$ cat src/rtl/fsm_state_codes.sv
// Shared FSM state encodings for the small control FSMs in this codebase.
// This file holds only include-guarded macros. Any package or module that
// needs a common state code includes it.
`ifndef FSM_STATE_CODES_SV
`define FSM_STATE_CODES_SV

`define FSM_ST_IDLE  2'd0
`define FSM_ST_SHIFT 2'd1
`define FSM_ST_DONE  2'd2

`endif

$ cat src/rtl/serial_word_loader_pkg.sv
// Package for serial_word_loader.
// Provides the FSM state type, built on the shared state encodings.
`include "fsm_state_codes.sv"

package serial_word_loader_pkg;

  typedef enum logic [1:0] {
    ST_IDLE  = `FSM_ST_IDLE,
    ST_SHIFT = `FSM_ST_SHIFT,
    ST_DONE  = `FSM_ST_DONE
  } swl_state_t;

endpackage

$ cat src/rtl/serial_word_loader_shift_counter.sv
// shift_counter: serial-in shift register plus a count of the accepted bits.
// Ports:
//   CLK, RST    clock; asynchronous active-high reset
//   i_clear     discard the partial word and zero the count (has priority)
//   i_shift     shift i_sin in and increment the count
//   i_sin       serial data bit
//   o_shifted   the register value as it would be after shifting i_sin in
//               (combinational); the parent captures the completed word here
//   o_bitcnt    number of bits accepted so far
module shift_counter #(
  parameter int WIDTH     = 8,
  parameter bit MSB_FIRST = 1'b1
) (
  input  logic                   CLK,
  input  logic                   RST,
  input  logic                   i_clear,
  input  logic                   i_shift,
  input  logic                   i_sin,
  output logic [WIDTH-1:0]       o_shifted,
  output logic [$clog2(WIDTH):0] o_bitcnt
);

  logic [WIDTH-1:0]       r_sreg;
  logic [$clog2(WIDTH):0] r_cnt;
  logic [WIDTH-1:0]       w_shifted;

  // MSB-first: data enters at bit 0, so after WIDTH shifts the first bit sits at the MSB.
  // LSB-first: data enters at the MSB, so after WIDTH shifts the first bit sits at bit 0.
  always_comb begin
    if (MSB_FIRST) w_shifted = {r_sreg[WIDTH-2:0], i_sin};
    else           w_shifted = {i_sin, r_sreg[WIDTH-1:1]};
  end

  always_ff @(posedge CLK or posedge RST) begin
    if (RST) begin
      r_sreg <= '0;
      r_cnt  <= '0;
    end else if (i_clear) begin
      r_sreg <= '0;
      r_cnt  <= '0;
    end else if (i_shift) begin
      r_sreg <= w_shifted;
      r_cnt  <= r_cnt + 1'b1;
    end
  end

  assign o_shifted = w_shifted;
  assign o_bitcnt  = r_cnt;

endmodule

$ cat src/rtl/serial_word_loader.sv
// serial_word_loader: collects a serial frame into a parallel word.
// When the frame completes, it issues a one-cycle load enable for a
// downstream enabled register bank.
// Ports:
//   CLK, RST   clock; asynchronous active-high reset
//   SSTART     frame start / restart strobe
//   SIN        serial data bit, qualified by SVALID
//   SVALID     SIN is valid this cycle
//   PDATA      last completed word, held between loads
//   LOAD_E     one-cycle pulse while the FSM is in DONE
//   BUSY       high while a frame is being shifted in
//   FRAME_ERR  one-cycle pulse after a restart that discarded received bits
//   BITCNT     number of bits accepted in the current frame
module serial_word_loader
  import serial_word_loader_pkg::*;
#(
  parameter int WIDTH     = 8,
  parameter bit MSB_FIRST = 1'b1
) (
  input  logic                   CLK,
  input  logic                   RST,
  input  logic                   SSTART,
  input  logic                   SIN,
  input  logic                   SVALID,
  output logic [WIDTH-1:0]       PDATA,
  output logic                   LOAD_E,
  output logic                   BUSY,
  output logic                   FRAME_ERR,
  output logic [$clog2(WIDTH):0] BITCNT
);

  localparam int                 CNT_W    = $clog2(WIDTH) + 1;
  localparam logic [CNT_W-1:0]   LAST_BIT = CNT_W'(WIDTH - 1);

  swl_state_t         r_state;
  swl_state_t         w_next;
  logic [WIDTH-1:0]   r_pdata;
  logic               r_frame_err;
  logic               w_clear;
  logic               w_shift;
  logic               w_load;
  logic               w_err;
  logic [WIDTH-1:0]   w_shifted;
  logic [CNT_W-1:0]   w_bitcnt;

  shift_counter #(
    .WIDTH     (WIDTH),
    .MSB_FIRST (MSB_FIRST)
  ) u_shift_counter (
    .CLK       (CLK),
    .RST       (RST),
    .i_clear   (w_clear),
    .i_shift   (w_shift),
    .i_sin     (SIN),
    .o_shifted (w_shifted),
    .o_bitcnt  (w_bitcnt)
  );

  always_ff @(posedge CLK or posedge RST) begin
    if (RST) r_state <= ST_IDLE;
    else     r_state <= w_next;
  end

  always_comb begin
    w_next  = r_state;
    w_clear = 1'b0;
    w_shift = 1'b0;
    w_load  = 1'b0;
    w_err   = 1'b0;
    case (r_state)
      ST_IDLE: begin
        if (SSTART) begin
          w_next  = ST_SHIFT;
          w_clear = 1'b1;
        end
      end
      ST_SHIFT: begin
        if (SSTART) begin
          // Restart: drop the partial word. Only flag an error if bits were lost.
          w_clear = 1'b1;
          w_err   = (w_bitcnt != '0);
        end else if (SVALID) begin
          if (w_bitcnt == LAST_BIT) begin
            // Final bit: capture the word including this bit and rearm the counter.
            w_next  = ST_DONE;
            w_clear = 1'b1;
            w_load  = 1'b1;
          end else begin
            w_shift = 1'b1;
          end
        end
      end
      ST_DONE: begin
        if (SSTART) begin
          w_next  = ST_SHIFT;
          w_clear = 1'b1;
        end else begin
          w_next  = ST_IDLE;
        end
      end
      default: w_next = ST_IDLE;
    endcase
  end

  always_ff @(posedge CLK or posedge RST) begin
    if (RST) begin
      r_pdata     <= '0;
      r_frame_err <= 1'b0;
    end else begin
      if (w_load) r_pdata <= w_shifted;
      r_frame_err <= w_err;
    end
  end

  // Outputs are decoded directly from registers, so LOAD_E is glitch-free
  // and can drive the enable input of downstream flops.
  assign PDATA     = r_pdata;
  assign LOAD_E    = (r_state == ST_DONE);
  assign BUSY      = (r_state == ST_SHIFT);
  assign FRAME_ERR = r_frame_err;
  assign BITCNT    = w_bitcnt;

endmodule

$ cat config.mk
export PLATFORM = sky130hd
export DESIGN_NAME = serial_word_loader
export DESIGN_NICKNAME = d
export VERILOG_FILES = /design/src/rtl/serial_word_loader_pkg.sv /design/src/rtl/serial_word_loader_shift_counter.sv /design/src/rtl/serial_word_loader.sv
export VERILOG_INCLUDE_DIRS = /design/src /design/src/rtl
export SDC_FILE = /design/constraint.sdc
export NUM_CORES = 1
export LEC_CHECK = 0
export CAP_MARGIN = 5
export CORE_MARGIN = 8
export CORE_UTILIZATION = 40
export DETAILED_ROUTE_END_ITERATION = 7
export PLACE_DENSITY = 0.63
export SETUP_SLACK_MARGIN = 0.1
export SYNTH_ARGS = -nofsm -noshare
export SYNTH_HDL_FRONTEND = slang
export SYNTH_SLANG_ARGS = --single-unit
$ cat constraint.sdc
create_clock -name CLK -period 2.5 [get_ports CLK]
set_input_delay 0.25 -clock CLK [delete_from_list [all_inputs] [get_ports CLK]]
set_output_delay 0.25 -clock CLK [all_outputs]
set_load 0.005 [all_outputs]
==> Word level (Yosys, flattened, before mapping) <==
Index checks and enable logic that the tools add are counted.
{ "word_totals": {"latch_bits": 0, "romBits": 0, "input_bits": 5, "elab_cells": 41, "register_bits": 22, "mem_count": 0, "ramBits": 0, "output_inout_bits": 15} }
{ "classes": {"n_div": 0, "n_lt_le_gt_ge": 0, "eq_ne": 7, "mux": 23, "shift": 0, "reduce_logical": 5, "bitwise_logic": 0, "n_mul": 0, "addsub": 1} }
{ "op_table": {"columns": ["operator", "count"], "rows": [
  ["7-bit 2-to-1 mux", 2],
  ["1-bit 2-to-1 mux", 13],
  ["2-bit 2-to-1 mux", 4],
  ["4-bit 2-to-1 mux", 2],
  ["2-bit inequality test (second input constant)", 3],
  ["2-bit one-hot mux with 3 select lines", 1],
  ["4-bit by 1-bit adder with 4-bit output (second input constant)", 1],
  ["4-bit by 3-bit equality test with 1-bit output (second input constant)", 1],
  ["4-bit AND reduction", 1],
  ["4-bit nonzero test", 1],
  ["2-bit by 1-bit equality test with 1-bit output (second input constant)", 1],
  ["2-bit equality test (second input constant)", 1],
  ["2-bit zero test", 1],
  ["2-bit by 1-bit inequality test with 1-bit output (second input constant)", 1],
  ["1-bit one-hot mux with 2 select lines", 1],
  ["2-bit nonzero test", 1],
  ["2-bit OR reduction", 1]
]} }

==> Depth between registers and ports, before layout <==
{ "logic_depth": {"word_depth": 7, "ltp_mapped": 5, "mapped_depth_nobuf": 4} }

==> Hierarchy <==
Synthesis repeated with hierarchy kept, for this count alone.
{ "unflattened": {"hier_cells": 74, "hier_area_um2": 969.7} }
{ "modules_own_cells": {"columns": ["module", "cells_per_inst", "n_inst", "seq_area_each_um2", "area_per_inst_um2"], "rows": [
  ["shift_counter", 41, 1, 275.3, 491.7],
  ["serial_word_loader", 33, 1, 275.3, 478.0]
]} }

==> Least setup slack after synthesis <==
No wires, ideal clock.
{ "synth_timing": {"path_type": "reg2reg", "from": "register u_shift_counter.r_cnt[0] (netlist: u_shift_counter.o_bitcnt[0])", "to": "register u_shift_counter.r_cnt[3] (netlist: u_shift_counter.o_bitcnt[3])", "t_arrival_ns": 1.453, "setup_slack_ns": 0.965, "t_required_ns": 2.418, "synth_period_minus_slack_ns": 1.535, "path_buffers": 0, "path_stages_with_launch": 5, "setup_ns": 0.082, "path_cell_list": "dfrtp_1 -> ha_1 -> and3b_4 -> or4_1 -> a22oi_2"} }
{ "synth_via": {"elab_chain_cells": 6, "elab_cells_between_ends": 13, "cone_classes": "add/sub (1); eq/ne (1); mux (10); reduce/logical (1)"} }
{ "synth_rtl": {"columns": ["element", "line_no", "source"], "rows": [
  ["start: declaration", "serial_word_loader_shift_counter.sv:24", "logic [$clog2(WIDTH):0] r_cnt;"],
  ["start signal: assignment", "serial_word_loader_shift_counter.sv:43", "r_cnt <= r_cnt + 1'b1;"],
  ["4-bit by 3-bit equality test with 1-bit output", "serial_word_loader.sv:83", "if (w_bitcnt == LAST_BIT) begin"],
  ["1-bit 2-to-1 mux", "serial_word_loader.sv:83", null],
  ["1-bit 2-to-1 mux", "serial_word_loader.sv:82", "end else if (SVALID) begin"],
  ["1-bit 2-to-1 mux", "serial_word_loader.sv:78", "if (SSTART) begin"],
  ["1-bit one-hot mux with 2 select lines / 1-bit 2-to-1 mux (equally long branches)", "serial_word_loader.sv:70", "case (r_state)"],
  ["4-bit 2-to-1 mux / 2-bit nonzero test (equally long branches)", null, null]
]} }
Several ways; a longest one is shown, not always the timed one. The select of a mux whose other input is x is not followed.
A chain may end at the register's enable or synchronous reset.

==> Worst setup path in the final report <==
{ "layout_timing": {"from": "register r_state[0]", "to": "output port BUSY"} }
{ "layout_via": {"elab_chain_cells": 1} }
{ "layout_rtl": {"columns": ["element", "line_no", "source"], "rows": [
  ["start: declaration", "serial_word_loader.sv:35", "swl_state_t r_state;"],
  ["start signal: assignment", "serial_word_loader.sv:61", "else r_state <= w_next;"],
  ["2-bit by 1-bit equality test with 1-bit output", "serial_word_loader.sv:119", "assign BUSY = (r_state == ST_SHIFT);"],
  ["end: declaration", "serial_word_loader.sv:27", "output logic BUSY,"]
]} }
No other way between the ends.

==> results.json <==
{
  "grt-ovfl-total": 0,
  "worst_ep_required_time_ps": 2250,
  "routabilityCongestion": 0.733,
  "crit_chain": "nor2b_1, clkdlybuf4s50_1",
  "diodes": 0,
  "routedWlPerCell_um": 16.1,
  "finalHoldViolCount": 0,
  "ys_warn_count": 0,
  "syn_inst": 89,
  "n_fill_cell": 227,
  "layout.cells.non_filler": 138,
  "die_h_um": 66.3,
  "cts_setup_buffers": 0,
  "arrival_ps": 1460,
  "avgSynthCellArea_um2": 11.4,
  "ys_seq_elements": 22,
  "firstDrtPassIters": 4,
  "slowest_delay_ps": 530,
  "reg2reg_from": "u_shift_counter.o_bitcnt[0]",
  "synth_cell_types": 25,
  "grt_pass1_wl_mm": 3.97,
  "gr-usage-all-layers": 0.118,
  "rsz0062_at_grt": "no",
  "ant_nets": 0,
  "clkTransAtPathRegs_ps": 120,
  "drc_errors": 0,
  "fp.dieW_um": 66.3,
  "critPathBufInv": 1,
  "place_inst": 134,
  "finalCritPeriodShare": 0.685,
  "drt_iter0_markers": 23,
  "h-tree-depth": 1,
  "drt_wl_total_mm": 2.23,
  "antenna_found_initial": 0,
  "cts_tree": "built",
  "port_buffers": 19,
  "vdd_drop_max_mv": 0.308,
  "cp_top_family": "buffers and inverters",
  "routed_via_density": 5.64,
  "cts_buffers": 3,
  "setup_viol": 0,
  "start_util": 0.417,
  "worstSetupPathType": "reg2out",
  "clock_sinks": 22,
  "tns_ps": 0,
  "clock_latency_ps": 310,
  "root_buffer": "clkbuf_4",
  "final_common_cell": "dfrtp_1",
  "p_leak_nw": 0.558,
  "endpoint_kind": "output pin",
  "period_minus_slack_ps": 1710,
  "synth.net_count": 96,
  "slowest_stage": "clkdlybuf4s50_1",
  "finalNetCount": 116,
  "final_cell_mix": "dfrtp_1 (22), clkdlybuf4s50_1 (19), nand3_1 (10), o21ai_0 (10), a22oi_1 (9)",
  "grt_pass1_vias": 836,
  "design_area_mm2": 0.00126,
  "slew_headroom": 0.447,
  "ioPinCount": 20,
  "hold_buffers": 0,
  "dp_hpwl_mm": 1.54,
  "cp_num_cells": 2,
  "r2r_slack_ps": 830,
  "fmax_ghz": 0.584,
  "status": "complete, no violations",
  "vias": 778,
  "setup_slack_ps": 787,
  "cellPowerDensity_mw_per_mm2": 472,
  "area_delta_synth_final_pct": 24.7,
  "netlist_area_mm2": 0.00101,
  "pre_cts_ws_ps": 639,
  "cts_resized": 0,
  "row_count": 18,
  "layout-drive-gt1-share": 0.167,
  "clock_path_buffers": 2,
  "ys_seq_area_frac": 0.543,
  "timing.rr.end": "u_shift_counter.o_bitcnt[3]",
  "die-area_mm2": 0.00440,
  "startpoint_type": "flop",
  "slew_violations": 0,
  "worst_slew_pin_slew_ps": 829,
  "r2r_cells": 4,
  "place_area_mm2": 0.00123,
  "path_max_fanout": 7,
  "hp-class": "in2async",
  "core_mm2": 0.00243,
  "finalClockSkew_ps": 6.50,
  "grt_max_degree": 23,
  "drv_cap": 0
}
final cells by class:
class,instances,area (µm²),area share
inverters,4,15.0,0.0119
multi-input cells,58,427,0.338
flip-flops and latches,22,551,0.436
well taps,30,37.5,0.0297
clock buffers,4,36.3,0.0287
repair buffers,20,198,0.156
registers in the layout, summed over array words and instances (netlist names):
| signal | flops |
|---|---|
| u_shift_counter.o_bitcnt | 4 |
| u_shift_counter.r_sreg | 7 |
| PDATA | 8 |
| FRAME_ERR | 1 |
| r_state | 2 |
how the worst max path moves through the flow:
stage	endpoint	slack, ps	start
3_3_place_gp	PDATA[7]	660	SSTART
6_report	BUSY	790	r_state[0]
3_5_place_dp	u_shift_counter.o_bitcnt[3]	640	SSTART
5_1_grt	BUSY	670	r_state[0]
4_1_cts	BUSY	760	r_state[0]
2_1_floorplan	u_shift_counter.o_bitcnt[3]	960	u_shift_counter.o_bitcnt[0]
power by group:
group          switching, mW  internal (mW)  total [mW]  leakage, nW
logic                 0.0223         0.0165      0.0388        0.237
registers            0.00328          0.359       0.362        0.301
clock network          0.106         0.0890       0.195       0.0210
total                  0.132          0.465       0.596        0.558
cell usage after synthesis:
cell type	instances	area share
a211oi_1	1	0.0074
a21boi_0	1	0.0074
a21oi_1	2	0.0099
a22oi_1	9	0.067
a22oi_2	1	0.012
a31o_2	1	0.0086
and3b_4	1	0.012
and4_1	1	0.0086
and4bb_2	1	0.012
buf_2	2	0.0099
clkbuf_1	3	0.011
dfrtp_1	22	0.54
ha_1	2	0.025
inv_1	4	0.015
mux2_2	8	0.089
nand2_1	2	0.0074
nand2_2	1	0.0062
nand3_1	10	0.049
nand3b_1	1	0.0074
nand4bb_1	1	0.011
nor2_1	1	0.0037
nor2b_1	2	0.012
o21a_1	1	0.0074
o21ai_0	10	0.049
or4_1	1	0.0074
logic make-up (layout without fill, tap and decap cells):
logic type | after synthesis | in the layout | share of synthesized area
flip-flops | 22 | 22 | 0.543
adder cells (fa/ha/maj) | 2 | 2 | 0.0247
multiplexers | 8 | 8 | 0.0889
AND/OR/NAND/NOR | 22 | 22 | 0.138
AO/OA/AOI/OAI | 26 | 26 | 0.169
buffers and inverters | 9 | 28 | 0.0358
layer usage:
metal | GRT usage | part of all wire | vias up
met1 | 0.132 | 0.43 | 379
met2 | 0.185 | 0.48 | 21
met3 | 0.0441 | 0.072 | 7
met5 | 0 | 0 | -
li1 | - | - | 371
met4 | 0.0720 | 0.023 | 0
per-stage QoR:
stage / hold slack (ps) / util / total power, mW
floorplan: 239 / - / 0.390
global placement: 493 / 0.505 / 0.408
detailed placement: 498 / 0.505 / 0.409
CTS: 428 / 0.520 / 0.606
global route: 457 / 0.520 / 0.628
finish: 390 / 0.520 / 0.596
worst reg2reg max path: cells and delay by family (launching register included):
kind	cells	cell delay (ps)
AOI/OAI and AO/OA	1	160
adders and majority gates	1	260
DFF	1	450
and+or+nand+nor	2	740
Power figures use the tool's default switching activity.
